## src/rtl/uart_16bit_assembler.sv

```systemverilog
//==============================================================================
// Module   : uart_16bit_assembler
// Purpose  : Pairs bytes from a FWFT UART receive FIFO into 16-bit words
//            {high, low}.  Optional half-word timeout: UART_ASM_TIMEOUT_EN.
// Revision : 1.0  initial release
//==============================================================================
`default_nettype none

module uart_16bit_assembler #(
    parameter int TIMEOUT_CYCLES = 1000000
) (
    input  logic        clk,
    input  logic        reset,
    input  logic        rx_empty,
    input  logic [7:0]  read_data,
    output logic        read_uart,
    output logic [15:0] data_out,
    output logic        data_valid,
    output logic        busy,
    output logic        timeout_err,
    output logic [7:0]  word_cnt
);

    typedef enum logic [0:0] {
        WAIT_LO = 1'b0,
        WAIT_HI = 1'b1
    } state_t;

    state_t      r_state;
    logic [7:0]  r_low;
    logic [15:0] r_data_out;
    logic        r_data_valid;
    logic [7:0]  r_word_cnt;

    // The FIFO is never back-pressured: any available byte is consumed.
    assign read_uart  = ~rx_empty;
    assign busy       = (r_state == WAIT_HI);
    assign data_out   = r_data_out;
    assign data_valid = r_data_valid;
    assign word_cnt   = r_word_cnt;

`ifdef UART_ASM_TIMEOUT_EN
    localparam int c_CNT_W = (TIMEOUT_CYCLES > 1) ? $clog2(TIMEOUT_CYCLES) : 1;
    localparam logic [c_CNT_W-1:0] c_CNT_LAST = c_CNT_W'(TIMEOUT_CYCLES - 1);

    logic [c_CNT_W-1:0] r_to_cnt;
    logic               r_timeout_err;

    assign timeout_err = r_timeout_err;
`else
    assign timeout_err = 1'b0;
`endif

    always_ff @(posedge clk or posedge reset) begin
        if (reset) begin
            r_state      <= WAIT_LO;
            r_low        <= 8'h00;
            r_data_out   <= 16'h0000;
            r_data_valid <= 1'b0;
            r_word_cnt   <= 8'h00;
`ifdef UART_ASM_TIMEOUT_EN
            r_to_cnt      <= '0;
            r_timeout_err <= 1'b0;
`endif
        end else begin
            r_data_valid <= 1'b0;
`ifdef UART_ASM_TIMEOUT_EN
            r_timeout_err <= 1'b0;
`endif
            case (r_state)
                WAIT_LO: begin
                    if (!rx_empty) begin
                        r_low   <= read_data;
                        r_state <= WAIT_HI;
`ifdef UART_ASM_TIMEOUT_EN
                        r_to_cnt <= '0;
`endif
                    end
                end
                WAIT_HI: begin
                    // An arriving byte takes priority over an expiring timeout.
                    if (!rx_empty) begin
                        r_data_out   <= {read_data, r_low};
                        r_data_valid <= 1'b1;
                        r_word_cnt   <= r_word_cnt + 8'd1;
                        r_state      <= WAIT_LO;
                    end
`ifdef UART_ASM_TIMEOUT_EN
                    else if (r_to_cnt == c_CNT_LAST) begin
                        r_state       <= WAIT_LO;
                        r_timeout_err <= 1'b1;
                    end else begin
                        r_to_cnt <= r_to_cnt + 1'b1;
                    end
`endif
                end
                default: r_state <= WAIT_LO;
            endcase
        end
    end

endmodule

`default_nettype wire
```

## config.mk

```make
export PLATFORM = sky130hd
export DESIGN_NAME = uart_16bit_assembler
export DESIGN_NICKNAME = d
export VERILOG_FILES = /design/src/rtl/uart_16bit_assembler.sv
export SDC_FILE = /design/constraint.sdc
export NUM_CORES = 1
export LEC_CHECK = 0
export BUFFER_PORTS_ARGS = -buffer_cell sky130_fd_sc_hd__buf_4
export CORE_ASPECT_RATIO = 0.9
export CORE_UTILIZATION = 50
export DETAILED_ROUTE_END_ITERATION = 10
export GPL_ROUTABILITY_DRIVEN = 0
export PLACE_DENSITY_LB_ADDON = 0.1
export RECOVER_POWER = 50
export SLEW_MARGIN = 20
export SYNTH_ARGS = -nofsm -noshare
export SYNTH_HDL_FRONTEND = slang
export SYNTH_SLANG_ARGS = --single-unit
export TNS_END_PERCENT = 1
```

## constraint.sdc

```tcl
create_clock -name clk -period 1.4 [get_ports clk]
set_clock_uncertainty 0.05 [all_clocks]
set_input_delay 0.14 -clock clk [delete_from_list [all_inputs] [get_ports clk]]
set_output_delay 0.14 -clock clk [all_outputs]
set_load 0.1 [all_outputs]
```

Yosys cells after proc, flatten, opt, wreduce, memory -nomap -nowiden
Cells that the tools add are included.
{"block": "classes", "addsub": 1, "n_mux": 4, "n_bitwise": 2, "reduce_logical": 2}
{"op": "8-bit by 1-bit adder with 8-bit output, second input constant", "n": 1}
{"op": "2-bit AND reduction", "n": 2}
{"op": "1-bit two-way mux", "n": 3}
{"op": "1-bit NOT", "n": 2}
{"op": "1-bit case mux with 2 select lines", "n": 1}
{"block": "word_totals", "register_bits": 34, "input_bits": 11, "output_inout_bits": 28}

Logic depth before layout (Yosys ltp)
Gate-level depths: netlist of the first run.
{"block": "logic_depth", "depth_word": 2, "depth_mapped": 6, "depth_no_buf": 5}

Least setup slack after synthesis of the first run
No wires, ideal clock.
{"block": "synth_timing", "path_type": "reg2reg", "from": "reg r_state (netlist: busy)", "to": "reg r_word_cnt[1] (netlist: word_cnt[1])", "setup_time_ns": 0.126, "arrival_time_ns": 1.852, "t_required_ns": 1.224, "path_slack_ns": -0.628, "path_stages_with_launch": 4, "path_buffers": 1, "cell_sequence": "dfrtp_1 > ha_1 > buf_2 > mux2_2"}
{"block": "synth_between", "elab_chain_len": 1}
{"element": "from (decl)", "line_no": "29", "source": "state_t r_state;"}
{"element": "from (signal assigned)", "line_no": "56", "source": "r_state <= WAIT_LO;"}
{"element": "from (signal assigned)", "line_no": "74", "source": "r_state <= WAIT_HI;"}
{"element": "from (signal assigned)", "line_no": "86", "source": "r_state <= WAIT_LO;"}
{"element": "2-bit AND reduction (no line)"}
{"element": "to (signal assigned)", "line_no": "85", "source": "r_word_cnt <= r_word_cnt + 8'd1;"}
{"element": "to (decl)", "line_no": "33", "source": "logic [7:0] r_word_cnt;"}
Every way passes these cells.
A chain may end at the register's enable or synchronous reset.

Worst setup path after layout of the first run
{"block": "layout_timing", "from": "reg r_state (netlist: busy)", "to": "reg r_low[7]"}
{"block": "layout_between", "elab_chain_len": 2}
{"element": "1-bit NOT"}
{"element": "2-bit AND reduction (no line)"}
{"element": "to (signal assigned)", "line_no": "73", "source": "r_low <= read_data;"}
{"element": "to (decl)", "line_no": "30", "source": "logic [7:0] r_low;"}
Every way passes these cells.

==> impl_metrics.toml, run 1 <==
[status]
status = "complete, no violations"

[clock_network]
clkTransAtPathRegs_ps = 100
cts_buffers = 5
clock-sinks = 34
cts_buffer_depth = 2
cts-root-buf = "clkbuf_4"
cts_tree = "done"
ctsHtreeMaxLevel = 2
insertion_delay_ps = 330

[detailed_routing]
viasPerCell = 4.94
drcViolationCount = 0
routed.top_layer = "met4"
wire_per_inst_um = 14.2
wl_met2_mm = 1.19
drtPass1Iterations = 2
drtAntennaViolNets = 0
wl_mm = 2.39
drtIter0Drc = 1
route.met3.wl_um = 133
met1_length_mm = 1.02
dr_total_vias = 830

[synth]
syn_nets = 101
ys_seq_area_frac = 0.637
syn_area_mm2 = 0.00134
synth_cell_types = 15
synth_top_area_frac = 0.637
synth_cells = 87
synth_area_leaders = "dfrtp_1 64%, mux2_2 19%, ha_1 2.8%, xor2_1 2.6%, xnor2_1 2.0%"
yosys_register_bits = 34
yosysTopAreaCell = "dfrtp_1"
avgSynthCellArea_um2 = 15.4
yosys_warnings = 0

[sta]
final.setup.worst_slack_ps = 85.6
clock.fmax_ghz = 0.761
tns_ps = 0
finalSetupViolCount = 0
maxSlewViolCount = 0
rsz0062_at_grt = "false"
fin_crit_ps = 1310
max-slew-margin-rel = 0.643
final_hold_viol_count = 0
post-route-period-util = 0.939
worst_pin_slew_ps = 538

[worst_hold_path]
holdPathStages = 4
whs_endpoint = "busy$_DFF_PP0_"
hold_class = "in -> reg"
min_from = "rx_empty"

[floorplanning]
coreArea_mm2 = 0.00249
initial_utilization = 0.537
die_w_um = 56.5
ios = 39
die_h_um = 51.0
rows = 17
dieArea_mm2 = 0.00288

[setup_path]
cp_top_family = "flip-flops"
worst-r2r-setup-slack_ps = 90
r2r_cells = 3
cp-start-kind = "register"
path_cells = "inv_1 -> ha_4 -> mux2_2"
required_ps = 1570
crit_slowest_cell = "dfrtp_4"
path_buf_inv = 1
rr_startpoint = "busy$_DFF_PP0_"
max_stage_delay_ps = 510
cp.arrival_ps = 1490
cp-end-kind = "register"
critical_path_class = "reg -> reg"
crit_fanout = 8
r2r-end = "r_low[7]$_DFFE_PP0P_"

[global_route]
antenna_found_initial = 0
grt_start_max_net_pins = 35
overflow = 0
grt_pass1_vias = 839
track_usage = 0.202
grt_pass1_wl_mm = 4.14

[place]
io_buffers = 37
dpl.hpwl_mm = 1.67
dp_slack_ps = 21.8

[cells_and_area]
area_growth_pct = 41.2
final_nets = 153
fill_cells = 158
diodes = 0
drive_gt1_frac = 0.607

[job]
drv_cap = 0
per-stage QoR:
stage	hold WS, ps	util	cell area, µm²	cells
finish	172	0.758	1890	168
global route	157	0.758	1890	168
CTS	175	0.756	1880	168
detailed placement	212	0.688	1710	151
global placement	207	0.688	1710	151
floorplan	231	-	1390	87
kinds of logic (layout without fill, tap and decap cells):
family	count (synthesis)	in the layout	share of synthesized area
xor+xnor	7	7	0.0459
fa+ha+maj	3	3	0.0281
buf+inv	8	61	0.0328
flops	34	34	0.637
mux	25	25	0.211
other cells	1	1	0.00281
simple gates	9	9	0.0431
worst reg2reg max path, stage by stage, from the launching register on:
cell     delay, ps
dfrtp_4        510
inv_1          100
ha_4           190
mux2_2         350
registers in the layout (all words and copies together) (netlist names):
register,flops
data_valid,1
r_low,8
busy,1
data_out,16
word_cnt,8
routing by layer:
layer  up-vias  track usage
met3         6       0.0886
met4         0       0.0854
met5         -            0
li1        394            -
met1       404        0.242
met2        26        0.318
how the worst max path moves through the flow:
stage	from	to	slack, ps	cells past startpoint
after floorplan	rx_empty	data_out[10]$_DFFE_PP0P_	-130	4
after global placement	busy$_DFF_PP0_	r_low[2]$_DFFE_PP0P_	50	3
after detailed placement	busy$_DFF_PP0_	r_low[0]$_DFFE_PP0P_	20	3
after CTS	busy$_DFF_PP0_	r_low[0]$_DFFE_PP0P_	9	3
after global routing	busy$_DFF_PP0_	word_cnt[7]$_DFFE_PP0P_	20	4
final	busy$_DFF_PP0_	r_low[7]$_DFFE_PP0P_	90	3
cells in the mapped netlist:
cell type	n
buf_4	1
mux2_1	2
nor3_2	1
nand4_2	2
nand2_1	4
inv_1	4
mux2_2	23
conb_1	1
dfrtp_1	34
xor2_1	4
ha_1	3
buf_6	1
nor2_1	2
buf_2	2
xnor2_1	3
timing repair:
item                                    in CTS  in global routing
endpoints found under the setup margin       0                  8
hold buffers                                 9                  0
setup buffers                                0                  0
gates resized for setup                      0                  1
hold endpoints to repair                    49                  0
placed cells by master (no fill, tap or decap), drive strengths merged, types with 3 or more instances in the layout:
cell type / Yosys / routed
xnor2: 3 / 3
buf: 4 / 33
nand2: 4 / 4
ha: 3 / 3
inv: 4 / 3
dlygate4sd3: 0 / 9
xor2: 4 / 4
clkbuf: 0 / 15
mux2: 25 / 25
dfrtp: 34 / 34
area by class of cell:
type | instances | area [µm²] | share of cell area
Sequential cell | 34 | 861 | 0.456
Timing Repair Buffer | 49 | 410 | 0.218
Inverter | 4 | 18.8 | 0.00995
Clock buffer | 8 | 78.8 | 0.0418
Tap cell | 28 | 35.0 | 0.0186
Multi-Input combinational cell | 45 | 483 | 0.256
Power of run 1 is not shown: default switching activity piles up to over one toggle a cycle in this logic, so the estimate is an artifact.
==> run 2: changes to the inputs <==
- PLACE_DENSITY: not set -> 0.82
- PLACE_DENSITY_LB_ADDON: 0.1 -> not set
==> run 2 against run 1 <==
Against the previous run: hold slack got worse by 9.8 ps; final area down 1.7%; maximum frequency shrank 1.8%; final cell count up 1.8%; die area unchanged; first-iteration DRC count grew to 13 times the previous value; non-clock buffer count rose by 3; via count increased by 0.72%; critical path depth is the same; largest cell class unchanged; highest routed layer unchanged.
==> impl_metrics.toml, run 2 (synthesis gave the netlist of run 1 again) <==
[place]
place_inst = 151
dpl.hpwl_mm = 1.63
dpl_cell_area_mm2 = 0.00170
io_buffers = 37

[global_route]
grt_start_max_net_pins = 35
antenna_found_initial = 0
grt_pass1_vias = 834
overflow = 0
grt_pass1_wl_mm = 3.79
track_usage = 0.182

[clock_network]
ctsHtreeMaxLevel = 2
cts_buffers = 5
clock-sinks = 34
cts_buffer_depth = 2
clkTransAtPathRegs_ps = 100
cts_tree = "done"
insertion_delay_ps = 330
cts-root-buf = "clkbuf_4"

[detailed_routing]
wl_mm = 2.37
wire_per_inst_um = 13.9
drtPass1Iterations = 3
viasPerCell = 4.89
drtIter0Drc = 13
dr_total_vias = 836
drtAntennaViolNets = 0
drcViolationCount = 0

[job]
drv_cap = 0

[cells_and_area]
drive_gt1_frac = 0.587
design_area_mm2 = 0.00186
final_cell_mix = "31 x buf_4, 28 x dfrtp_1, 23 x mux2_2"
diodes = 0
final_nets = 156
final_common_cell = "buf_4"
fin_cells = 171
area_growth_pct = 38.9
largest_reg_flops = 16
final_core_util = 0.746

[floorplanning]
initial_utilization = 0.537
dieArea_mm2 = 0.00288
ios = 39
die_w_um = 56.5
rows = 17
coreArea_mm2 = 0.00249
die_h_um = 51.0

[setup_path]
critical_path_class = "reg -> reg"
cp-start-kind = "register"
required_ps = 1570
cp-end-kind = "register"
crit_fanout = 6
cp.arrival_ps = 1500

[sta]
finalSetupViolCount = 0
max-slew-margin-rel = 0.643
post-route-period-util = 0.956
clock.fmax_ghz = 0.747
final_hold_viol_count = 0
maxSlewViolCount = 0
rsz0062_at_grt = "false"
worst_pin_slew_ps = 538
tns_ps = 0
fin_crit_ps = 1340

[status]
status = "complete, no violations"

[worst_hold_path]
hold_class = "in -> reg"
run 2: final cells by class:
cell class / instances / area, µm²
Clock buffer: 8 / 48.8
Fill cell: 163 / 633
Inverter: 4 / 18.8
Multi-Input combinational cell: 45 / 483
Sequential cell: 34 / 861
Tap cell: 28 / 35.0
Timing Repair Buffer: 52 / 409
run 2: what timing repair did:
action,in CTS,in global routing
buffers inserted,0,3
hold buffers,9,0
hold endpoints to repair,48,0
resized for setup,1,0
endpoints found under the setup margin,5,2
run 2: path summary, 6_finish.rpt:
kind,from,slack (ps),cells after the start,to
setup reg to reg,busy$_DFF_PP0_,60,3,data_out[11]$_DFFE_PP0P_
setup / recovery,busy$_DFF_PP0_,60,3,data_out[11]$_DFFE_PP0P_
max in group asynchronous,reset,580,4,word_cnt[4]$_DFFE_PP0P_
min in group asynchronous,reset,390,4,word_cnt[3]$_DFFE_PP0P_
hold reg to reg,word_cnt[7]$_DFFE_PP0P_,430,1,word_cnt[7]$_DFFE_PP0P_
hold / removal,rx_empty,160,4,busy$_DFF_PP0_
run 2: worst max-delay path: stages, from the launching register on:
cell,delay (ps)
dfrtp_4,510
ha_4,200
buf_2,160
mux2_4,300
run 2: per-stage QoR:
| stage | setup WS, ps | hold WS [ps] |
|---|---|---|
| floorplan | -130 | 231 |
| global placement | 65.9 | 206 |
| detailed placement | 12.8 | 211 |
| CTS | 21.7 | 149 |
| global route | 23.0 | 157 |
| finish | 61.7 | 162 |
run 2: layer usage:
metal	GRT usage	vias up	wire length, µm
met1	0.227	406	1060
met4	0.0732	0	17
met3	0.0861	4	155
li1	-	401	-
met2	0.276	25	1140
met5	0	-	0
Power of run 2 is left out for the same reason.
